$ cat config.mk
export PLATFORM = sky130hd
export DESIGN_NAME = mdu_ctrl
export DESIGN_NICKNAME = d
export VERILOG_FILES = /design/src/rtl/mdu_ctrl.sv
export SDC_FILE = /design/constraint.sdc
export NUM_CORES = 1
export LEC_CHECK = 0
export BUFFER_PORTS_ARGS = -buffer_cell sky130_fd_sc_hd__buf_2
export CORE_AREA = 4 4 153 155
export DETAILED_ROUTE_END_ITERATION = 8
export DIE_AREA = 0 0 157 159
export PLACE_DENSITY = 0.59
export SLEW_MARGIN = 20
export SYNTH_ARGS = -nofsm -noshare
export SYNTH_HDL_FRONTEND = slang
export SYNTH_SLANG_ARGS = --single-unit
$ cat constraint.sdc
create_clock -name clk -period 2.05 [get_ports clk]
set_input_delay 0.41 -clock clk [delete_from_list [all_inputs] [get_ports clk]]
set_output_delay 0.41 -clock clk [all_outputs]
set_load 0.005 [all_outputs]
$ cat src/rtl/mdu_ctrl.sv
`default_nettype none
// ============================================================================
// Module      : mdu_ctrl
// Description : HI/LO control for a multiply/divide unit. Launches operations
//               on an external fully pipelined multiplier (2-cycle latency)
//               and an external iterative divider. Tracks in-flight
//               multiplies in a two-stage valid pipeline and retires results
//               into the HI/LO architectural registers.
// Ports       : clk, rst_n                 - clock, async active-low reset
//               flush_i                    - kill all in-flight work
//               op_valid_i, op_i, opr1_i,
//               opr2_i                     - operation request and operands
//               op_ready_o                 - request can be accepted
//               mul_*                      - multiplier launch / result
//               div_*                      - divider launch / cancel / result
//               hi_o, lo_o                 - HI/LO register contents
//               mdu_is_active              - any operation in flight
//               mdu_div_active             - divide in flight
// Revision    : 1.0 - initial release
// ============================================================================
module mdu_ctrl (
  input  logic        clk,
  input  logic        rst_n,
  input  logic        flush_i,
  input  logic        op_valid_i,
  input  logic [2:0]  op_i,
  input  logic [31:0] opr1_i,
  input  logic [31:0] opr2_i,
  output logic        mul_start_o,
  output logic        mul_signed_o,
  output logic [31:0] mul_a_o,
  output logic [31:0] mul_b_o,
  input  logic [63:0] mul_res_i,
  output logic        div_start_o,
  output logic        div_signed_o,
  output logic [31:0] div_a_o,
  output logic [31:0] div_b_o,
  output logic        div_cancel_o,
  input  logic        div_done_i,
  input  logic [31:0] div_quot_i,
  input  logic [31:0] div_rem_i,
  output logic        op_ready_o,
  output logic [31:0] hi_o,
  output logic [31:0] lo_o,
  output logic        mdu_is_active,
  output logic        mdu_div_active
);

  localparam logic [2:0] c_OP_MULT  = 3'd1;
  localparam logic [2:0] c_OP_MULTU = 3'd2;
  localparam logic [2:0] c_OP_DIV   = 3'd3;
  localparam logic [2:0] c_OP_DIVU  = 3'd4;
  localparam logic [2:0] c_OP_MTHI  = 3'd5;
  localparam logic [2:0] c_OP_MTLO  = 3'd6;

  typedef enum logic [0:0] {
    S_IDLE     = 1'b0,
    S_DIV_WAIT = 1'b1
  } state_t;

  state_t      r_state;
  state_t      w_state_nxt;

  logic        r_pv1_v, r_pv1_whi, r_pv1_wlo;
  logic        r_pv2_v, r_pv2_whi, r_pv2_wlo;
  logic [31:0] r_hi, r_lo;

  logic        w_is_mul, w_is_div, w_pv_any;
  logic        w_accept;
  logic        w_acc_mul, w_acc_mthi, w_acc_mtlo;
  logic        w_div_done;

  assign w_is_mul = (op_i == c_OP_MULT) || (op_i == c_OP_MULTU);
  assign w_is_div = (op_i == c_OP_DIV)  || (op_i == c_OP_DIVU);
  assign w_pv_any = r_pv1_v | r_pv2_v;

  // ---------------------------------------------------------------------------
  // Divide FSM: state register
  // ---------------------------------------------------------------------------
  always_ff @(posedge clk or negedge rst_n) begin
    if (!rst_n) begin
      r_state <= S_IDLE;
    end else begin
      r_state <= w_state_nxt;
    end
  end

  // ---------------------------------------------------------------------------
  // Divide FSM: next state, handshake and launch outputs
  // ---------------------------------------------------------------------------
  always_comb begin
    w_state_nxt  = r_state;
    op_ready_o   = 1'b0;
    div_cancel_o = 1'b0;
    w_div_done   = 1'b0;

    unique case (r_state)
      S_IDLE: begin
        // A divide writes both halves directly, so it must not overtake
        // multiply results still travelling through the tracker.
        op_ready_o = ~(w_is_div & w_pv_any);
      end
      S_DIV_WAIT: begin
        if (flush_i) begin
          div_cancel_o = 1'b1;
          w_state_nxt  = S_IDLE;
        end else if (div_done_i) begin
          w_div_done  = 1'b1;
          w_state_nxt = S_IDLE;
        end
      end
      default: w_state_nxt = S_IDLE;
    endcase

    w_accept = op_valid_i & op_ready_o & ~flush_i;
    if (w_accept && w_is_div) begin
      w_state_nxt = S_DIV_WAIT;
    end
  end

  assign w_acc_mul  = w_accept & w_is_mul;
  assign w_acc_mthi = w_accept & (op_i == c_OP_MTHI);
  assign w_acc_mtlo = w_accept & (op_i == c_OP_MTLO);

  // Launch strobes are qualified with rst_n so nothing is started while the
  // block is held in reset.
  assign mul_start_o  = w_acc_mul & rst_n;
  assign mul_signed_o = (op_i == c_OP_MULT);
  assign mul_a_o      = opr1_i;
  assign mul_b_o      = opr2_i;

  assign div_start_o  = w_accept & w_is_div & rst_n;
  assign div_signed_o = (op_i == c_OP_DIV);
  assign div_a_o      = opr1_i;
  assign div_b_o      = opr2_i;

  // ---------------------------------------------------------------------------
  // Multiply tracker: pv1 = launched last cycle, pv2 = result on mul_res_i now
  // ---------------------------------------------------------------------------
  always_ff @(posedge clk or negedge rst_n) begin
    if (!rst_n) begin
      r_pv1_v   <= 1'b0;
      r_pv1_whi <= 1'b0;
      r_pv1_wlo <= 1'b0;
      r_pv2_v   <= 1'b0;
      r_pv2_whi <= 1'b0;
      r_pv2_wlo <= 1'b0;
    end else begin
      r_pv1_v   <= w_acc_mul;
      r_pv1_whi <= w_acc_mul;
      r_pv1_wlo <= w_acc_mul;
      // A younger MT* supersedes the older multiply's write to that half.
      r_pv2_v   <= r_pv1_v   & ~flush_i;
      r_pv2_whi <= r_pv1_whi & ~flush_i & ~w_acc_mthi;
      r_pv2_wlo <= r_pv1_wlo & ~flush_i & ~w_acc_mtlo;
    end
  end

  // ---------------------------------------------------------------------------
  // HI/LO registers; MT* is assigned last so it wins over a coincident
  // multiply retirement.
  // ---------------------------------------------------------------------------
  always_ff @(posedge clk or negedge rst_n) begin
    if (!rst_n) begin
      r_hi <= 32'd0;
      r_lo <= 32'd0;
    end else begin
      if (w_div_done) begin
        r_hi <= div_rem_i;
        r_lo <= div_quot_i;
      end else if (r_pv2_v && !flush_i) begin
        if (r_pv2_whi) r_hi <= mul_res_i[63:32];
        if (r_pv2_wlo) r_lo <= mul_res_i[31:0];
      end
      if (w_acc_mthi) r_hi <= opr1_i;
      if (w_acc_mtlo) r_lo <= opr1_i;
    end
  end

  assign hi_o           = r_hi;
  assign lo_o           = r_lo;
  assign mdu_div_active = (r_state == S_DIV_WAIT);
  assign mdu_is_active  = w_pv_any | (r_state == S_DIV_WAIT);

endmodule
`default_nettype wire

# Word-level counts from Yosys, hierarchy flattened
# Index checks and enable logic that the tools add are counted.
# W data, S select, Z words.
word_totals:
  regBits: 69
  latchBits: 0
  ram_bits: 0
  mem_bits_ro: 0
  output_inout_bits: 200
  wordCells: 60
  n_memories: 0
op_classes:
  n_addsub: 0
  multipliers: 0
  div: 0
  order_cmp: 0
  n_eq_ne: 6
  shift: 0
  mux: 18
  n_bitwise: 18
  reduce_logical: 11
ops:
  columns: ["op", "n"]
  rows:
  - ["$mux W32", 8]
  - ["$and A1 B1 Y1", 12]
  - ["$reduce_bool A3 Y1", 4]
  - ["$mux W1", 10]
  - ["$eq A3 B3 Y1 const B", 3]
  - ["$eq A3 B2 Y1 const B", 2]
  - ["$not A1 Y1", 4]
  - ["$reduce_and A2 Y1", 2]
  - ["$eq A3 B1 Y1 const B", 1]
  - ["$logic_and A1 B1 Y1", 2]
  - ["$logic_or A1 B1 Y1", 2]
  - ["$or A1 B1 Y1", 2]
  - ["$logic_not A1 Y1", 1]

# Depth between registers and ports, before layout
# Gate-level depths: netlist of run 1.
logic_depth:
  word_depth: 10
  ltp_mapped: 6
  ltp_nobuf: 3

# Least setup slack after synthesis of run 1
# OpenSTA, ideal clock, no wires.
synth_timing:
  kind: "input-to-output"
  startpoint: "input port flush_i"
  endpoint: "output port mul_start_o"
  arrival_ns: 1.423
  t_required_ns: 1.640
  path_slack_ns: 0.217
  cell_stages: 5
  path_buffers: 2
  cell_sequence: "buf_2 > or3b_4 > buf_6 > nor3_2 > and2_1"
synth_via:
  elab_chain_cells: 4
synth_lines:
  columns: ["element", "line_no", "rtl"]
  rows:
  - ["start: declaration", "24", "input logic flush_i,"]
  - ["$not A1 Y1", "115", "w_accept = op_valid_i & op_ready_o & ~flush_i;"]
  - ["$and A1 B1 Y1", "115", null]
  - ["$and A1 B1 Y1", "121", "assign w_acc_mul = w_accept & w_is_mul;"]
  - ["named net w_acc_mul", "70", "logic w_acc_mul, w_acc_mthi, w_acc_mtlo;"]
  - ["$and A1 B1 Y1", "127", "assign mul_start_o = w_acc_mul & rst_n;"]
  - ["end: declaration", "29", "output logic mul_start_o,"]
# The timed path passes the listed nets, and every way through them passes these cells.

# Worst setup path in the final report of run 1
layout_timing:
  startpoint: "register r_state (netlist: mdu_div_active)"
  endpoint: "output port mul_start_o"
layout_via:
  elab_chain_cells: 5
layout_lines:
  columns: ["element", "line_no", "rtl"]
  rows:
  - ["start: declaration", "61", "state_t r_state;"]
  - ["start signal: assignment", "84", "r_state <= w_state_nxt;"]
  - ["$mux W1", "97", "unique case (r_state)"]
  - ["$and A1 B1 Y1 (2 in series)", "115", null]
  - ["$and A1 B1 Y1", "121", null]
  - ["named net w_acc_mul", "70", null]
  - ["$and A1 B1 Y1", "127", null]
# The timed path passes the listed nets, and every way through them passes these cells.

==> reports/metrics.csv, run 1 <==
metric,value,unit
status,"finished, final reports clean",
crit_path_max_incr_delay,0.43,ns
final_nets,895,
synth.lib_cells_used.distinct,26,
cts.reportedPaths.clkPinSlew,0.06,ns
reg2reg_slack,0.31,ns
synth_edf_count,0,
syn_nets,743,
synth_top_flop_cell,sky130_fd_sc_hd__dfrtp_1,
power.ir.vdd_worst,331.6,uV
critical_path_required,1.64,ns
vias_after_detailed_routing,5134,
clock_insertion_delay_worst_skew,0.34,ns
tritoncts.num_buffers,9,
syn_area_per_cell,9.692,um^2
num_io_pins,400,
power_density,777.5,nW/um^2
ant_nets,0,
post-synth-top-count-cell,sky130_fd_sc_hd__buf_4,
maxSlewHeadroom,55.72,%
clock-sinks,69,
route.final.wire_length,22690,um
critical_path_endpoint_category,primary output,
worstHoldPathType,in -> async,
max_slew_violation_count,0,
max-cap-violations,0,
synthArstFlopShare,100.0,%
fraction_of_layout_cells_with_a_size_suffix_above_1,50.07,%
path_cells,or3b_4 -> nor3_4 -> and2_1 -> buf_2,
critPathArrivalTime,1.57,ns
die_w,157,um
die_area,24960,um^2
detailedRoute.firstPassIterationCount,5,
clk_path_buf_depth,2,
row_count,54,
portBuffers,303,
final-hold-violation-count,0,
post_cts.repair.setup_buffers,0,
critPathMaxFanout,2,
area_growth,22.97,%
die_h,159,um
multi_input_comb_area,2302,um^2
post_synth_instance_area,5263,um^2
number_of_cells_produced_by_synthesis,543,
maxClockFrequency,0.5047,GHz
antenna_found_initial,0,
wl_per_cell,23.18,um
floorplan.initialDensity,24.11,%
hold_slack,0.09465,ns
synth_warnings,0,
ff_latch_area,1728,um^2
finalClockSkew,0.007963,ns
design_power_total,5031,uW
viasPerCell,5.244,
synth_seq_cells,69,
num_antenna_cells,0,
remaining_drc_errors,0,
post-place-ws,0.1647,ns
setup-tns-final,0,ns
min_period_over_period,96.66,%
synth-seq-area-share,32.81,%
number_of_fillers_in_the_final_layout,2366,
worst_path_max_delay_cell,sky130_fd_sc_hd__or3b_4,
grt_overflow,0,
synthDominantCellAreaShare,32.81,%
most_frequent_cells_after_synthesis,"128 x sky130_fd_sc_hd__buf_4, 69 x sky130_fd_sc_hd__dfrtp_1",
first_global_vias,5423,
cts_hold_buf,0,
grt_util_all_layers,17.43,%
pin_count_of_the_biggest_net_entering_global_routing,73,
r2r.worst_path.cells,5,
first_drt_iteration_drcs,397,
grt_first_pass_wirelength,33680,um
yosys_top_cell_by_area,sky130_fd_sc_hd__dfrtp_1,
post-route-util,29.65,%
critical_path_launch_point_type,flop,
final_critical_path_setup_slack,0.06850,ns
worst-slew-pin-transition,0.6642,ns
setup_viol_count_final,0,
cts_tree,done,
worstSetupPathType,reg -> out,
finalCriticalPeriod,1.981,ns
cell_types_occupying_the_most_area_after_synthesis,"sky130_fd_sc_hd__dfrtp_1 33%, sky130_fd_sc_hd__buf_4 18%, sky130_fd_sc_hd__and4b_1 12%",
core,21820,um^2
final_replace_weighted_congestion,0.7657,
leakage,0.003137,uW
cts_root_buf,sky130_fd_sc_hd__clkbuf_16,
cts-htree-levels,3,
detailedPlacementHpwl,16030,um
-- registers in the layout (all words and copies together), names as in the netlist --
register,cells
r_pv2_whi,1
r_pv2_wlo,1
hi_o,32
r_pv1_wlo,1
lo_o,32
mdu_div_active,1
r_pv2_v,1
-- final timing paths --
check | startpoint | to
max | mdu_div_active | mul_start_o
min | rst_n | r_pv2_whi
max reg2reg | mdu_div_active | lo_o[20]
min reg2reg | lo_o[3] | lo_o[3]
max in group asynchronous | rst_n | hi_o[28]
min in group clk | opr1_i[4] | lo_o[4]
-- routing by layer --
layer | share of wire [%] | track usage [%] | wire length, um
met4 | 2.5 | 5.957 | 577
met1 | 41 | 22.59 | 9414
met2 | 49 | 28.81 | 11110
met3 | 7.0 | 3.479 | 1585
met5 | 0 | 0 | 0
-- power breakdown --
part,switching [uW],leakage (uW),internal (uW)
clock network,640,0.000138,931
logic,710,0.00215,775
registers,228,0.000847,1750
total,1580,0.00314,3450
-- worst max-delay path, delay by kind of cell (launching register included) --
family	cells	cell delay [ns]
flops	1	0.41
buf+inv	1	0.14
simple gates	3	0.70
-- metrics by stage --
step | cells | cell area [um^2]
detailed placement | 964 | 6172
global placement | 964 | 6172
finish | 979 | 6471
CTS | 979 | 6459
floorplan | 543 | 5263
global route | 979 | 6471
-- what timing repair did --
| action | in CTS | in global routing |
|---|---|---|
| resized for setup | 1 | 2 |
| endpoints found under the setup margin | 2 | 2 |
| pin swaps | 2 | 0 |
| gates cloned | 0 | 0 |
-- cells by family after synthesis --
kind of cell	share of synthesized area, %
flops	32.81
buf+inv	23.80
xor+xnor	0.1665
compound gates	27.89
simple gates	15.33
-- cell usage in the layout, fill, tap and decap left out, drive strengths merged --
| cell type | count |
|---|---|
| o2bb2ai | 64 |
| and3b | 2 |
| o21ai | 1 |
| nor3b | 2 |
| dfrtp | 69 |
| bufinv | 1 |
| clkinv | 3 |
| o211ai | 1 |
| inv | 2 |
| clkinvlp | 1 |
| xnor2 | 1 |
| nand3b | 6 |
| a21oi | 1 |
| buf | 329 |
| o22ai | 64 |
| clkbuf | 10 |
| or3b | 1 |
| nor3 | 2 |
| o22a | 1 |
| and2 | 2 |
| nor2 | 6 |
| a211oi | 64 |
| and4b | 64 |
| nand2b | 2 |
-- final cells by class --
type,instances,area share (%)
Multi-Input combinational cell,284,35.58
Clock inverter,5,0.8121
Tap cell,280,5.414
Timing Repair Buffer,329,27.84
Sequential cell,69,26.70
Inverter,2,0.1160
Clock buffer,10,3.538
Power figures use the tool's default switching activity.
==> inputs of run 2 (changes only) <==
--- a/config.mk
+++ b/config.mk
@@ -11,2 +11,4 @@
 export DIE_AREA = 0 0 157 159
+export GPL_ROUTABILITY_DRIVEN = 0
+export MAX_ROUTING_LAYER = met4
 export PLACE_DENSITY = 0.59
--- a/constraint.sdc
+++ b/constraint.sdc
@@ -3,2 +3,2 @@
 set_output_delay 0.41 -clock clk [all_outputs]
-set_load 0.005 [all_outputs]
+set_load 0.02 [all_outputs]
==> run 2 against run 1 <==
  * Global-route usage up 0.31 points
  * Critical path depth unchanged
  * Highest routed layer unchanged
  * Setup slack better by 0.017 ns
  * Total power up 14%
  * Critical path type unchanged
  * Largest power group is now combinational logic
  * Utilization up 0.29 points
  * Routed wire length up 0.12%
  * Critical endpoint unchanged
==> reports/metrics.csv, run 2 (same netlist as run 1, synthesis figures left out) <==
metric,value,unit
tritoncts.num_buffers,9,
power_density,881.4,nW/um^2
critical_path_required,1.64,ns
gr-max-usage-layer,met2,
detailedRoute.firstPassIterationCount,4,
final_nets,898,
setup.worst_path.start,mdu_div_active,
critPathArrivalTime,1.55,ns
worstSetupPathType,reg -> out,
row_count,54,
grt_first_pass_wirelength,33050,um
mostFrequentLayoutCells,"300 x sky130_fd_sc_hd__buf_2, 68 x sky130_fd_sc_hd__dfrtp_1",
max-cap-violations,0,
rsz0062_at_grt,no,
first_global_vias,5272,
finalClockSkew,0.007286,ns
wl_per_cell,23.07,um
die_h,159,um
floorplan.initialDensity,24.11,%
first_drt_iteration_drcs,382,
pin_count_of_the_biggest_net_entering_global_routing,73,
viasPerCell,5.246,
cts.reportedPaths.clkPinSlew,0.06,ns
cts-htree-levels,3,
maxClockFrequency,0.5091,GHz
grt_util_all_layers,17.74,%
detailedPlacementHpwl,15870,um
setup-tns-final,0,ns
worst-slew-pin-transition,0.5116,ns
power.ir.vdd_worst,312.9,uV
maxSlewHeadroom,65.89,%
grtUsageMet3,2.772,%
fraction_of_layout_cells_with_a_size_suffix_above_1,50.50,%
final_critical_path_setup_slack,0.08587,ns
worstReg2RegStart,mdu_div_active,
route.final.wire_length,22720,um
portBuffers,303,
worstHoldPathType,in -> async,
num_io_pins,400,
clock_insertion_delay_worst_skew,0.34,ns
max_slew_violation_count,0,
finalCriticalPeriod,1.964,ns
layout_commonest_cell,sky130_fd_sc_hd__buf_2,
grt_util_met2,28.59,%
setup_viol_count_final,0,
critPathMaxFanout,2,
antenna_found_initial,1,
status,"finished, final reports clean",
globalRouteMet1Util,22.25,%
cts_root_buf,sky130_fd_sc_hd__clkbuf_16,
die_area,24960,um^2
clk_path_buf_depth,2,
area_growth,24.18,%
leakage,0.003166,uW
die_w,157,um
reg2reg_slack,0.27,ns
clock-sinks,69,
critical_path_launch_point_type,flop,
critical_path_endpoint_category,primary output,
grt_overflow,0,
cts_tree,done,
remaining_drc_errors,0,
final-hold-violation-count,0,
core,21820,um^2
vias_after_detailed_routing,5167,
min_period_over_period,95.81,%
ant_nets,0,
post-place-ws,0.1595,ns
==> run 2: changes by cell type in the layout (fill, tap and decap cells not counted), sizes merged <==
cell	before	now
buf	329	332
diode	0	2
bufinv	1	2
==> run 2: path summary, 6_finish.rpt <==
check / to / cells past startpoint
worst max-delay path: mul_start_o / 4
max in group asynchronous: r_pv2_v / 2
min in group clk: lo_o[1] / 2
worst min-delay path: hi_o[3] / 2
worst min register to register: lo_o[9] / 2
worst max register to register: lo_o[14] / 6
==> run 2: power by group <==
| part | total (uW) | internal, uW | switching, uW |
|---|---|---|---|
| logic | 2040 | 789 | 1250 |
| clock network | 1760 | 1100 | 658 |
| registers | 1970 | 1750 | 220 |
| total | 5760 | 3630 | 2130 |
==> run 2: layout make-up <==
class,count,area (um^2)
antenna,2,5.005
clock buffer,10,239.0
clock inverter,6,86.33
fill,2357,15290
inverter,2,7.507
multi-input combinational,284,2302
sequential,69,1728
tap,280,350.3
timing repair buffer,332,1817
==> run 2: routing by layer <==
layer / up-vias / share of wire (%)
met1: 2501 / 42
li1: 2333 / -
met5: - / 0
met4: 0 / 2.6
met2: 281 / 49
met3: 52 / 7.0
==> run 2: timing repair <==
| item | CTS | global route |
|---|---|---|
| hold buffers | 0 | 0 |
| resized for setup | 2 | 3 |
| cloned | 0 | 0 |
| pin swaps | 1 | 1 |
| buffers inserted | 0 | 1 |
| setup endpoints to repair | 2 | 2 |
==> run 2: critical path, stage by stage, from the launching register on <==
cell and delay [ns]:
sky130_fd_sc_hd__dfrtp_1 0.40, sky130_fd_sc_hd__or3b_4 0.40, sky130_fd_sc_hd__nor3_4 0.12, sky130_fd_sc_hd__and2_1 0.15, sky130_fd_sc_hd__buf_4 0.15
==> run 2: per-stage QoR <==
stage	instance area, um^2	hold WS [ns]	util (%)	std cells	power [uW]
after detailed placement	6175	0.5504	28.29	966	4035
after global placement	6175	0.5398	28.29	966	4013
after CTS	6507	0.1812	29.82	982	5837
after floorplan	5263	0.1144	-	543	3388
after global routing	6533	0.2105	29.93	984	6060
final	6535	0.1686	29.95	985	5760
==> inputs of run 3 (changes only) <==
Settings changed: GPL_ROUTABILITY_DRIVEN 0 to default, RECOVER_POWER from default to 25.
==> run 3 against run 2 <==
  * Sequential cell count stayed put
  * Critical path depth unchanged
  * Fmax about the same
  * First-iteration DRC count increased by 2.9%
  * Largest cell class unchanged
  * Highest routed layer unchanged
==> reports/metrics.csv, run 3 (same netlist as run 1, synthesis figures left out) <==
metric,value,unit
antenna_found_initial,1,
cp_top_family,simple AND/OR/NAND/NOR gates,
clk_path_buf_depth,2,
area_growth,23.97,%
wl_per_cell,23.11,um
wp_buf_inv,1,
mostFrequentLayoutCells,"300 x sky130_fd_sc_hd__buf_2, 68 x sky130_fd_sc_hd__dfrtp_1",
cts-htree-levels,3,
maxSlewHeadroom,34.02,%
reg2reg_slack,0.27,ns
critPathMaxFanout,2,
critPathArrivalTime,1.55,ns
clock-sinks,69,
critical_path_launch_point_type,flop,
detailedRoute.firstPassIterationCount,4,
portBuffers,303,
cts.reportedPaths.clkPinSlew,0.06,ns
path_cells,or3b_4 -> nor3_4 -> and2_1 -> buf_4,
dp_cells,966,
first_drt_iteration_drcs,393,
crit_path_max_incr_delay,0.40,ns
worst-path-stages,4,
num_io_pins,400,
ant_nets,0,
final_replace_weighted_congestion,0.7992,
setup_viol_count_final,0,
cts_tree,done,
die_w,157,um
row_count,54,
vias_after_detailed_routing,5157,
tritoncts.num_buffers,9,
worstReg2RegStart,mdu_div_active,
clock_insertion_delay_worst_skew,0.34,ns
min_period_over_period,95.84,%
detailedPlacementHpwl,15870,um
finalCriticalPeriod,1.965,ns
final_critical_path_setup_slack,0.08530,ns
cts_root_buf,sky130_fd_sc_hd__clkbuf_16,
post-place-ws,0.1595,ns
critical_path_required,1.64,ns
status,"finished, final reports clean",
power_density,882.3,nW/um^2
power.ir.vdd_worst,312.8,uV
die_area,24960,um^2
fin_cells,984,
rsz0062_at_grt,no,
grt_overflow,0,
viasPerCell,5.241,
critical_path_endpoint_category,primary output,
die_h,159,um
final_nets,898,
timing.critical_path.to,mul_start_o,
worst_path_max_delay_cell,sky130_fd_sc_hd__dfrtp_1,
core,21820,um^2
fraction_of_layout_cells_with_a_size_suffix_above_1,50.36,%
r2r_end,lo_o[14],
grt_util_all_layers,17.74,%
worst-slew-pin-transition,0.9897,ns
post-route-util,29.89,%
setup-tns-final,0,ns
setup.worst_path.start,mdu_div_active,
layout_commonest_cell,sky130_fd_sc_hd__buf_2,
pin_count_of_the_biggest_net_entering_global_routing,73,
final-hold-violation-count,0,
worstSetupPathType,reg -> out,
leakage,0.003161,uW
finalClockSkew,0.007173,ns
worstHoldPathType,in -> reg,
remaining_drc_errors,0,
floorplan.initialDensity,24.11,%
max_slew_violation_count,0,
grt_first_pass_wirelength,33050,um
first_global_vias,5272,
maxClockFrequency,0.5090,GHz
r2r.worst_path.cells,6,
route.final.wire_length,22740,um
max-cap-violations,0,
[run 3: per-stage QoR]
stage | area [um^2] | total power [uW] | hold slack (ns)
5_1_grt | 6524 | 6058 | 0.3056
4_1_cts | 6507 | 5837 | 0.1812
2_1_floorplan | 5263 | 3388 | 0.1144
3_5_place_dp | 6175 | 4035 | 0.5504
6_report | 6524 | 5756 | 0.3181
3_3_place_gp | 6175 | 4013 | 0.5398
[run 3: per-layer routing]
layer  wire, um  global-route usage [%]  vias up
li1           -                       -     2334
met1       9569                   22.25     2485
met2      11010                   28.59      283
met3       1547                   2.772       55
met4        616                   6.903        0
met5          0                       -        -
[run 3: repair_timing]
item	4_1_cts	5_1_grt
cloned	0	0
endpoints found under the setup margin	2	2
gates resized for setup	2	3
setup buffers	0	1
hold endpoints to repair	0	0
pin swaps	1	1
hold buffers	0	0
[run 3: power by group]
group / switching, uW / total [uW] / internal, uW / leakage (uW)
clock: 655 / 1750 / 1100 / 0.000158
sequential: 220 / 1970 / 1750 / 0.000847
combinational: 1250 / 2040 / 787 / 0.00216
[run 3: how the worst min path moves through the flow]
stage               startpoint  endpoint  slack (ns)  cells after the start
floorplan                rst_n   hi_o[0]        0.11                      0
global placement       lo_o[8]   lo_o[8]        0.54                      2
detailed placement     lo_o[9]   lo_o[9]        0.55                      2
CTS                      rst_n   lo_o[3]        0.18                      2
global route         opr1_i[1]   lo_o[1]        0.31                      2
finish               opr1_i[1]   lo_o[1]        0.32                      2
[run 3: worst reg2reg max path, stage by stage, from the launching register on]
cell	delay [ns]
sky130_fd_sc_hd__dfrtp_1	0.40
sky130_fd_sc_hd__or3b_4	0.40
sky130_fd_sc_hd__buf_4	0.15
sky130_fd_sc_hd__buf_12	0.20
sky130_fd_sc_hd__nor2_4	0.17
sky130_fd_sc_hd__buf_4	0.24
sky130_fd_sc_hd__o2bb2ai_1	0.15
[run 3: final cells by class]
class	instances	area, um^2
diodes	1	2.502
clock buffers	10	239.0
clock inverters	6	86.33
fillers	2360	15300
inverters	2	7.507
multi-input cells	284	2302
flip-flops and latches	69	1728
well taps	280	350.3
repair buffers	332	1808
